**src/rtl/mem_access_ctrl_if.sv**
```systemverilog
// ============================================================================
// Module   : mem_access_ctrl_if
// Brief    : Core request/response channel plus memory strobe bus for mem_access_ctrl.
// Revision : 1.0 - initial release
// ============================================================================
`default_nettype none

`ifndef MEM_ADDR_WIDTH
`define MEM_ADDR_WIDTH 8
`endif
`ifndef MEM_WORD_WIDTH
`define MEM_WORD_WIDTH 16
`endif

interface mem_access_ctrl_if #(
   parameter int ADDR_WIDTH = `MEM_ADDR_WIDTH,
   parameter int WORD_WIDTH = `MEM_WORD_WIDTH
);
   logic                  req_valid;
   logic                  req_ready;
   logic                  req_write;
   logic [ADDR_WIDTH-1:0] req_addr;
   logic [WORD_WIDTH-1:0] req_wdata;
   logic                  rsp_valid;
   logic                  rsp_ready;
   logic [WORD_WIDTH-1:0] rsp_rdata;
   logic                  rsp_error;
   logic                  Read_sig;
   logic                  Write_sig;
   logic                  Mem_op_enable;
   logic [ADDR_WIDTH-1:0] Address_out;
   logic [WORD_WIDTH-1:0] Data_out;
   logic [WORD_WIDTH-1:0] Data_in;
   logic                  Mem_op_success;

   // Controller side
   modport slave (
      input  req_valid, req_write, req_addr, req_wdata, rsp_ready,
             Data_in, Mem_op_success,
      output req_ready, rsp_valid, rsp_rdata, rsp_error,
             Read_sig, Write_sig, Mem_op_enable, Address_out, Data_out
   );

   // Core and memory side
   modport master (
      output req_valid, req_write, req_addr, req_wdata, rsp_ready,
             Data_in, Mem_op_success,
      input  req_ready, rsp_valid, rsp_rdata, rsp_error,
             Read_sig, Write_sig, Mem_op_enable, Address_out, Data_out
   );
endinterface

`default_nettype wire

```
**src/rtl/mem_access_ctrl.sv**
```systemverilog
// ============================================================================
// Module   : mem_access_ctrl
// Brief    : Memory-op initiator: core valid/ready requests in, strobed
//            Read/Write/Enable protocol out, with stall retry and error response.
//            Optional statistics counters under MEM_ACCESS_CTRL_STATS_EN.
// Revision : 1.0 - initial release
// ============================================================================
`default_nettype none

`ifndef MEM_ADDR_WIDTH
`define MEM_ADDR_WIDTH 8
`endif
`ifndef MEM_WORD_WIDTH
`define MEM_WORD_WIDTH 16
`endif

module mem_access_ctrl #(
   parameter int ADDR_WIDTH = `MEM_ADDR_WIDTH,
   parameter int WORD_WIDTH = `MEM_WORD_WIDTH,
   parameter int MAX_RETRY  = 3
) (
   input  wire logic          Global_clk,
   input  wire logic          Global_rst_n,
   mem_access_ctrl_if.slave   bus
`ifdef MEM_ACCESS_CTRL_STATS_EN
   ,
   output logic [15:0]        stat_ops,
   output logic [15:0]        stat_retries,
   output logic [15:0]        stat_errors
`endif
);

   localparam logic [3:0] MAX_RETRY_CNT = 4'(MAX_RETRY);

   typedef enum logic [2:0] {
      IDLE   = 3'd0,
      SETUP  = 3'd1,
      STROBE = 3'd2,
      SAMPLE = 3'd3,
      RESP   = 3'd4
   } state_t;

   state_t                state;
   logic [3:0]            retry;
   logic                  req_ready;
   logic                  rsp_valid;
   logic [WORD_WIDTH-1:0] rsp_rdata;
   logic                  rsp_error;
   logic                  read_sig;
   logic                  write_sig;
   logic                  mem_op_enable;
   logic [ADDR_WIDTH-1:0] address_out;
   logic [WORD_WIDTH-1:0] data_out;

   // Address/data/sig registers double as the latched request; they hold across retries.
   always_ff @(posedge Global_clk or negedge Global_rst_n) begin
      if (!Global_rst_n) begin
         state         <= IDLE;
         retry         <= '0;
         req_ready     <= 1'b1;
         rsp_valid     <= 1'b0;
         rsp_rdata     <= '0;
         rsp_error     <= 1'b0;
         read_sig      <= 1'b0;
         write_sig     <= 1'b0;
         mem_op_enable <= 1'b0;
         address_out   <= '0;
         data_out      <= '0;
      end else begin
         case (state)
            IDLE: begin
               if (bus.req_valid && req_ready) begin
                  retry       <= '0;
                  address_out <= bus.req_addr;
                  data_out    <= bus.req_write ? bus.req_wdata : '0;
                  read_sig    <= !bus.req_write;
                  write_sig   <= bus.req_write;
                  req_ready   <= 1'b0;
                  state       <= SETUP;
               end
            end
            SETUP: begin
               mem_op_enable <= 1'b1;
               state         <= STROBE;
            end
            STROBE: begin
               mem_op_enable <= 1'b0;
               state         <= SAMPLE;
            end
            SAMPLE: begin
               if (bus.Mem_op_success) begin
                  rsp_rdata <= write_sig ? '0 : bus.Data_in;
                  rsp_error <= 1'b0;
                  read_sig  <= 1'b0;
                  write_sig <= 1'b0;
                  rsp_valid <= 1'b1;
                  state     <= RESP;
               end else if (retry < MAX_RETRY_CNT) begin
                  retry <= retry + 4'd1;
                  state <= SETUP;
               end else begin
                  rsp_rdata <= '0;
                  rsp_error <= 1'b1;
                  read_sig  <= 1'b0;
                  write_sig <= 1'b0;
                  rsp_valid <= 1'b1;
                  state     <= RESP;
               end
            end
            RESP: begin
               if (bus.rsp_ready) begin
                  rsp_valid <= 1'b0;
                  req_ready <= 1'b1;
                  state     <= IDLE;
               end
            end
            default: begin
               mem_op_enable <= 1'b0;
               rsp_valid     <= 1'b0;
               req_ready     <= 1'b1;
               state         <= IDLE;
            end
         endcase
      end
   end

`ifdef MEM_ACCESS_CTRL_STATS_EN
   logic rsp_fire;
   logic stall_retry;

   assign rsp_fire    = (state == RESP) && bus.rsp_ready;
   assign stall_retry = (state == SAMPLE) && !bus.Mem_op_success && (retry < MAX_RETRY_CNT);

   always_ff @(posedge Global_clk or negedge Global_rst_n) begin
      if (!Global_rst_n) begin
         stat_ops     <= '0;
         stat_retries <= '0;
         stat_errors  <= '0;
      end else begin
         if (rsp_fire && stat_ops != 16'hFFFF) begin
            stat_ops <= stat_ops + 16'd1;
         end
         if (stall_retry && stat_retries != 16'hFFFF) begin
            stat_retries <= stat_retries + 16'd1;
         end
         if (rsp_fire && rsp_error && stat_errors != 16'hFFFF) begin
            stat_errors <= stat_errors + 16'd1;
         end
      end
   end
`endif

   assign bus.req_ready     = req_ready;
   assign bus.rsp_valid     = rsp_valid;
   assign bus.rsp_rdata     = rsp_rdata;
   assign bus.rsp_error     = rsp_error;
   assign bus.Read_sig      = read_sig;
   assign bus.Write_sig     = write_sig;
   assign bus.Mem_op_enable = mem_op_enable;
   assign bus.Address_out   = address_out;
   assign bus.Data_out      = data_out;

endmodule

`default_nettype wire

```
**src/flat_wrapper.sv**
```systemverilog
// flat-port wrapper written by rule: the top's interface ports become plain ports
module mem_access_ctrl_flat 
#(
   parameter int ADDR_WIDTH = `MEM_ADDR_WIDTH,
   parameter int WORD_WIDTH = `MEM_WORD_WIDTH,
   parameter int MAX_RETRY  = 3
)
  (Global_clk, Global_rst_n, bus_req_valid, bus_req_write, bus_req_addr, bus_req_wdata, bus_rsp_ready, bus_Data_in, bus_Mem_op_success, bus_req_ready, bus_rsp_valid, bus_rsp_rdata, bus_rsp_error, bus_Read_sig, bus_Write_sig, bus_Mem_op_enable, bus_Address_out, bus_Data_out);
  mem_access_ctrl_if #(.ADDR_WIDTH(ADDR_WIDTH), .WORD_WIDTH(WORD_WIDTH)) bus_i ();
  input  wire logic Global_clk;
  input  wire logic Global_rst_n;
  input wire logic [$bits(bus_i.req_valid)-1:0] bus_req_valid;
  input wire logic [$bits(bus_i.req_write)-1:0] bus_req_write;
  input wire logic [$bits(bus_i.req_addr)-1:0] bus_req_addr;
  input wire logic [$bits(bus_i.req_wdata)-1:0] bus_req_wdata;
  input wire logic [$bits(bus_i.rsp_ready)-1:0] bus_rsp_ready;
  input wire logic [$bits(bus_i.Data_in)-1:0] bus_Data_in;
  input wire logic [$bits(bus_i.Mem_op_success)-1:0] bus_Mem_op_success;
  output wire logic [$bits(bus_i.req_ready)-1:0] bus_req_ready;
  output wire logic [$bits(bus_i.rsp_valid)-1:0] bus_rsp_valid;
  output wire logic [$bits(bus_i.rsp_rdata)-1:0] bus_rsp_rdata;
  output wire logic [$bits(bus_i.rsp_error)-1:0] bus_rsp_error;
  output wire logic [$bits(bus_i.Read_sig)-1:0] bus_Read_sig;
  output wire logic [$bits(bus_i.Write_sig)-1:0] bus_Write_sig;
  output wire logic [$bits(bus_i.Mem_op_enable)-1:0] bus_Mem_op_enable;
  output wire logic [$bits(bus_i.Address_out)-1:0] bus_Address_out;
  output wire logic [$bits(bus_i.Data_out)-1:0] bus_Data_out;
  assign bus_i.req_valid = bus_req_valid;
  assign bus_i.req_write = bus_req_write;
  assign bus_i.req_addr = bus_req_addr;
  assign bus_i.req_wdata = bus_req_wdata;
  assign bus_i.rsp_ready = bus_rsp_ready;
  assign bus_i.Data_in = bus_Data_in;
  assign bus_i.Mem_op_success = bus_Mem_op_success;
  assign bus_req_ready = bus_i.req_ready;
  assign bus_rsp_valid = bus_i.rsp_valid;
  assign bus_rsp_rdata = bus_i.rsp_rdata;
  assign bus_rsp_error = bus_i.rsp_error;
  assign bus_Read_sig = bus_i.Read_sig;
  assign bus_Write_sig = bus_i.Write_sig;
  assign bus_Mem_op_enable = bus_i.Mem_op_enable;
  assign bus_Address_out = bus_i.Address_out;
  assign bus_Data_out = bus_i.Data_out;
  mem_access_ctrl #(.ADDR_WIDTH(ADDR_WIDTH), .WORD_WIDTH(WORD_WIDTH), .MAX_RETRY(MAX_RETRY)) u_core (.Global_clk(Global_clk), .Global_rst_n(Global_rst_n), .bus(bus_i));
endmodule
```
**config.mk**
```make
export PLATFORM = sky130hd
export DESIGN_NAME = mem_access_ctrl_flat
export DESIGN_NICKNAME = d
export VERILOG_FILES = /design/src/rtl/mem_access_ctrl_if.sv /design/src/rtl/mem_access_ctrl.sv /design/src/flat_wrapper.sv
export SDC_FILE = /design/constraint.sdc
export NUM_CORES = 1
export LEC_CHECK = 0
export ABC_AREA = 1
export CAP_MARGIN = 40
export CORE_UTILIZATION = 45
export CTS_CLUSTER_DIAMETER = 150
export DETAILED_ROUTE_END_ITERATION = 6
export PLACE_DENSITY_LB_ADDON = 0.12
export SYNTH_ARGS = -nofsm -noshare
export SYNTH_HDL_FRONTEND = slang
export SYNTH_SLANG_ARGS = --single-unit
```
**constraint.sdc**
```tcl
create_clock -name Global_clk -period 2.4 [get_ports Global_clk]
set_input_delay 0.48 -clock Global_clk [delete_from_list [all_inputs] [get_ports Global_clk]]
set_output_delay 0.48 -clock Global_clk [all_outputs]
set_load 0.01 [all_outputs]
```
==> results of run 1 <==
-- worst register-to-register path, cell delays in order, from the launching register on --
cell and delay, ns:
dfrtp_1 0.45, nor2_1 0.23, nand3_2 0.29, buf_4 0.29, o21ai_0 0.19
-- metal layers --
metal	vias to the layer above	GRT usage	wire length, µm
met2	55	0.340	2320
met3	7	0.0717	342
li1	957	-	-
met1	892	0.277	2370
met4	0	0.0719	68
met5	-	0	0
-- Yosys cell counts (all sizes together) --
cell,number,area (µm²)
nand3,21,110
dfrtp,52,1300
nand2,115,434
nor2,9,57.6
clkbuf,2,8.75
inv,13,48.8
ha,1,12.5
nand3b,1,7.51
nor3,2,10.0
dfstp,1,26.3
buf,8,46.3
o21ai,19,95.1
or2,1,6.26
a21oi,3,15.0
-- registers in the layout, summed over array words and instances, names as in the netlist --
register / count
u_core.bus.req_ready: 1
u_core.bus.Address_out: 8
u_core.bus.Mem_op_enable: 1
u_core.bus.Write_sig: 1
u_core.bus.Data_out: 16
u_core.retry: 4
u_core.bus.Read_sig: 1
u_core.bus.rsp_valid: 1
u_core.bus.rsp_error: 1
u_core.bus.rsp_rdata: 16
u_core.state: 3
-- per-stage QoR --
stage                     total power, mW  hold slack, ns  std cells  cell area [µm²]
after floorplan                     0.921           0.184        248             2180
after global placement               1.02           0.454        386             3150
after detailed placement             1.02           0.465        386             3150
after CTS                            1.52           0.158        393             3230
after global routing                 1.55           0.179        393             3230
final                                1.50           0.149        393             3230
-- report_power, final --
part / switching (mW) / internal, mW
clock: 0.273 / 0.229
sequential: 0 / 0.892
combinational: 0.0363 / 0.0691
-- layout make-up --
cell class              instances  share of cell area
clock buffers                   7              0.0267
inverters                      13              0.0151
multi-input cells             172               0.232
flip-flops and latches         53               0.411
well taps                      52              0.0201
repair buffers                 96               0.296
-- path summary, 6_finish.rpt --
check	slack (ns)	cells past startpoint	start	endpoint
hold reg to reg	0.48	2	u_core.bus.rsp_rdata[12]	u_core.bus.rsp_rdata[12]
hold / removal	0.15	1	Global_rst_n	u_core.bus.Data_out[7]
max in group asynchronous	1.63	2	Global_rst_n	u_core.bus.req_ready
setup reg to reg	0.88	4	u_core.state[1]	u_core.bus.Data_out[9]
setup / recovery	0.54	1	u_core.bus.req_ready	bus_req_ready
min in group Global_clk	0.48	2	u_core.bus.rsp_rdata[12]	u_core.bus.rsp_rdata[12]
-- cells by family after synthesis --
| group | Yosys count | share of synthesized area |
|---|---|---|
| fa+ha+maj | 1 | 0.00574 |
| buf+inv | 23 | 0.0476 |
| flops | 53 | 0.609 |
| simple gates | 149 | 0.287 |
| compound gates | 22 | 0.0505 |
-- cell usage in the layout, fill, tap and decap left out --
cell             instances
a21oi_1                  3
buf_12                   1
buf_2                    1
buf_4                    4
clkbuf_1                 1
clkbuf_8                 6
clkdlybuf4s50_1         90
dfrtp_1                 52
dfstp_2                  1
ha_1                     1
inv_1                   10
inv_2                    3
nand2_1                114
nand2_2                  1
nand3_1                 20
nand3_2                  1
nand3b_1                 1
nor2_1                   7
nor2_4                   1
nor2_8                   1
nor3_1                   2
o21ai_0                 18
o21ai_1                  1
or2_2                    1
==> impl_metrics.csv, run 1 <==
group,metric,value,unit
cts,clock-sinks,53,
setup_path,start_kind,"register",
cts,insertion_delay,0.30,ns
grt,grt_max_degree,32,
status,outcome,"complete, no violations",
yosys,ys_ff_latch,53,
timing,fin_worst_skew,0.00428,ns
setup_path,cp-end-kind,"output pin",
floorplanning,io_pins,92,
finish,syn_to_final_growth,48.3,%
power,ir_drop,0.285,mV
drt,totalWireLength,5.11,mm
timing,max_slew.worst_pin.slew,0.648,ns
timing,period_needed,1.86,ns
timing,finalWorstSetupSlack,0.537,ns
setup_path,cp_slowest_cell,"dfstp_2",
timing,slew_violations,0,
floorplanning,die_y,71.6,µm
cts,htree_levels,2,
floorplanning,start_util,0.484,
grt,antenna_found_initial,0,
setup_path,path_cells,"clkdlybuf4s50_1",
cts,tritoncts,"yes",
timing,rsz0062_at_grt,"false",
timing,setup-tns-final,0,ns
power,power_density,464,nW/µm²
grt,overflow,0,
setup_path,arrival,1.38,ns
timing,clock.fmax,537,MHz
yosys,ys_types,22,
setup_path,crit_fanout,3,
grt,grt_use_total,0.213,
finish,fillers,365,
setup_path,critical-path-max-stage-delay,0.55,ns
drt,wire_per_inst,13.0,µm
yosys,postSynthAreaPerCell,8.79,µm²
cts,cts_setup_buffers,0,
timing,setup_viol,0,
yosys,ys_warn_count,0,
drt,vias,1911,
cts,root_buffer,"clkbuf_8",
finish,final_util,0.718,
floorplanning,fp.dieW,71.6,µm
finish,multiInputGateArea,748,µm²
cts,cts_buffers,5,
finish,fin_nets,388,
finish,antennaDiodeCount,0,
timing,hold_violations,0,
yosys,syn_inst,248,
drt,viasPerCell,4.86,
grt,grt_pass1_vias,1855,
drt,drt_pre_antenna_iters,4,
floorplanning,dieArea,5130,µm²
yosys,syn_area,2180,µm²
placement,dp_slack,0.492,ns
setup_path,crit_buf_inv,1,
cts,clkSlewWorstSetupHoldPaths,0.09,ns
drt,drt-initial-drc-count,93,
drt,drcViolationCount,0,
grt,grt_pass1_wl,8.35,mm
placement,globalplace.congestion,0.744,
floorplanning,core,4500,µm²
job,cap_violations,0,
timing,fin_crit_sh,0.776,
finish,drive_gt1_frac,0.0616,
min_path,min_path_type,"in2async",
placement,port_buffers,91,
cts,cts_buffer_depth,2,
cts,cts_resized,0,
timing,relSlewSlack,0.566,
cts,cts_hold_buf,0,
placement,dp_hpwl,3.71,mm
power,leakagePower,1.61,nW
setup_path,cp_data_required_time,1.92,ns
drt,ant_nets,0,
yosys,synth_nets,295,
setup_path,crit_family,"flip-flops",
floorplanning,rows,24,
setup_path,setup.worst_path.class,"reg2out",
yosys,ys_seq_area_frac,0.609,
finish,regArea,1330,µm²
(Power assumes the default switching activity.)
==> run 2: changes to the inputs <==
--- a/config.mk
+++ b/config.mk
@@ -7,7 +7,7 @@
 export LEC_CHECK = 0
 export ABC_AREA = 1
 export CAP_MARGIN = 40
-export CORE_UTILIZATION = 45
+export CORE_UTILIZATION = 38
 export CTS_CLUSTER_DIAMETER = 150
 export DETAILED_ROUTE_END_ITERATION = 6
 export PLACE_DENSITY_LB_ADDON = 0.12
==> constraint.sdc (replaced) <==
create_clock -name Global_clk -period 1.7 [get_ports Global_clk]
set_input_delay 0.34 -clock Global_clk [delete_from_list [all_inputs] [get_ports Global_clk]]
set_output_delay 0.34 -clock Global_clk [all_outputs]
set_load 0.01 [all_outputs]
==> impl_metrics.csv, run 2 (synthesis results as in run 1) <==
group,metric,value,unit
status,outcome,"complete, no violations",
timing,hold_violations,0,
cts,cts_setup_buffers,0,
timing,slew_violations,0,
finish,drive_gt1_frac,0.0780,
cts,root_buffer,"clkbuf_8",
cts,clock-sinks,53,
timing,fin_worst_skew,0.00593,ns
setup_path,crit_family,"buffers and inverters",
floorplanning,fp.dieW,77.7,µm
drt,totalWireLength,5.18,mm
power,finalPower,2.19,mW
placement,dp_slack,0.131,ns
floorplanning,die_y,77.7,µm
grt,grt_use_total,0.183,
placement,dp_hpwl,3.86,mm
grt,grt_pass1_vias,1879,
power,power_density,660,nW/µm²
grt,overflow,0,
finish,mostFrequentLayoutCell,"nand2_1",
power,ir_drop,0.331,mV
floorplanning,dieArea,6040,µm²
timing,finalWorstSetupSlack,0.0938,ns
setup_path,path_cells,"clkdlybuf4s50_1",
job,cap_violations,0,
setup_path,setup.worst_path.class,"reg2out",
drt,vias,1916,
cts,cts_buffer_depth,2,
setup_path,cp-end-kind,"output pin",
grt,antenna_found_initial,0,
cts,tritoncts,"yes",
timing,setup-tns-final,0,ns
placement,port_buffers,91,
setup_path,crit_fanout,3,
finish,final_cell_area,3330,µm²
timing,clock.fmax,623,MHz
power,leakagePower,1.66,nW
floorplanning,rows,27,
finish,fin_nets,392,
finish,syn_to_final_growth,52.6,%
cts,clkSlewWorstSetupHoldPaths,0.09,ns
drt,ant_nets,0,
drt,drt-initial-drc-count,83,
floorplanning,core,5510,µm²
setup_path,crit_buf_inv,1,
grt,grt_max_degree,29,
cts,cts_buffers,5,
timing,rsz0062_at_grt,"false",
placement,globalplace.congestion,0.749,
cts,cts_hold_buf,0,
finish,layout_common_cells,"nand2_1 (114), clkdlybuf4s50_1 (89), dfrtp_1 (52)",
cts,insertion_delay,0.30,ns
timing,fin_crit_sh,0.945,
timing,setup_viol,0,
grt,grt_pass1_wl,8.65,mm
floorplanning,start_util,0.396,
setup_path,cp_slowest_cell,"clkdlybuf4s50_1",
cts,htree_levels,2,
placement,dpl-instance-area,3230,µm²
drt,viasPerCell,4.58,
setup_path,r2r_cells,5,
min_path,min_path_type,"in2async",
timing,max_slew.worst_pin.slew,0.550,ns
setup_path,critical-path-max-stage-delay,0.57,ns
setup_path,start_kind,"register",
timing,holdWs,0.0186,ns
setup_path,path_depth,1,
drt,wire_per_inst,12.4,µm
drt,drcViolationCount,0,
setup_path,cp_data_required_time,1.36,ns
timing,period_needed,1.61,ns
timing,relSlewSlack,0.633,
setup_path,arrival,1.27,ns
finish,antennaDiodeCount,0,
drt,drt_pre_antenna_iters,4,
floorplanning,io_pins,92,
==> run 2: final timing paths <==
kind	from	endpoint	slack, ns
setup / recovery	u_core.bus.Write_sig	bus_Write_sig	0.09
hold / removal	Global_rst_n	u_core.bus.rsp_rdata[11]	0.02
setup reg to reg	u_core.state[1]	u_core.bus.Data_out[14]	0.33
hold reg to reg	u_core.bus.Read_sig	u_core.bus.Read_sig	0.48
max in group asynchronous	Global_rst_n	u_core.state[0]	1.17
min in group Global_clk	u_core.bus.Read_sig	u_core.bus.Read_sig	0.48
==> run 2: per-stage QoR <==
stage                     std cells  utilization
after floorplan                 248            -
after global placement          410        0.586
after detailed placement        410        0.586
after CTS                       418        0.604
after global routing            418        0.604
final                           418        0.604
==> run 2: area by class of cell <==
class                           count  area (µm²)
Fill cell                         523        2180
Sequential cell                    53        1330
Timing Repair Buffer              100        1010
Multi-Input combinational cell    172         748
Clock buffer                        7        96.3
Tap cell                           72        90.1
Inverter                           13        48.8
Clock inverter                      1        5.00
==> run 2: where the power goes <==
part | internal [mW] | switching (mW)
Sequential | 1.26 | 0
Clock | 0.369 | 0.403
Combinational | 0.108 | 0.0544
==> run 2: layer usage <==
layer  track usage  routed length, µm  vias to the layer above
met3        0.0494                264                        7
met1         0.236               2420                      893
met2         0.300               2450                       49
met5             0                  0                        -
met4        0.0547                 50                        0
li1              -                  -                      967
==> run 2: what timing repair did <==
item | CTS | global route
endpoints found under the setup margin | 1 | 0
resized for setup | 1 | 0
hold endpoints to repair | 0 | 0
==> run 3: changes to the inputs <==
--- a/config.mk
+++ b/config.mk
@@ -9,6 +9,7 @@
 export CAP_MARGIN = 40
 export CORE_UTILIZATION = 38
 export CTS_CLUSTER_DIAMETER = 150
+export CTS_CLUSTER_SIZE = 40
 export DETAILED_ROUTE_END_ITERATION = 6
 export PLACE_DENSITY_LB_ADDON = 0.12
 export SYNTH_ARGS = -nofsm -noshare
==> results of run 3 <==
No change in the layout: final DEF, timing and power equal those of run 2.
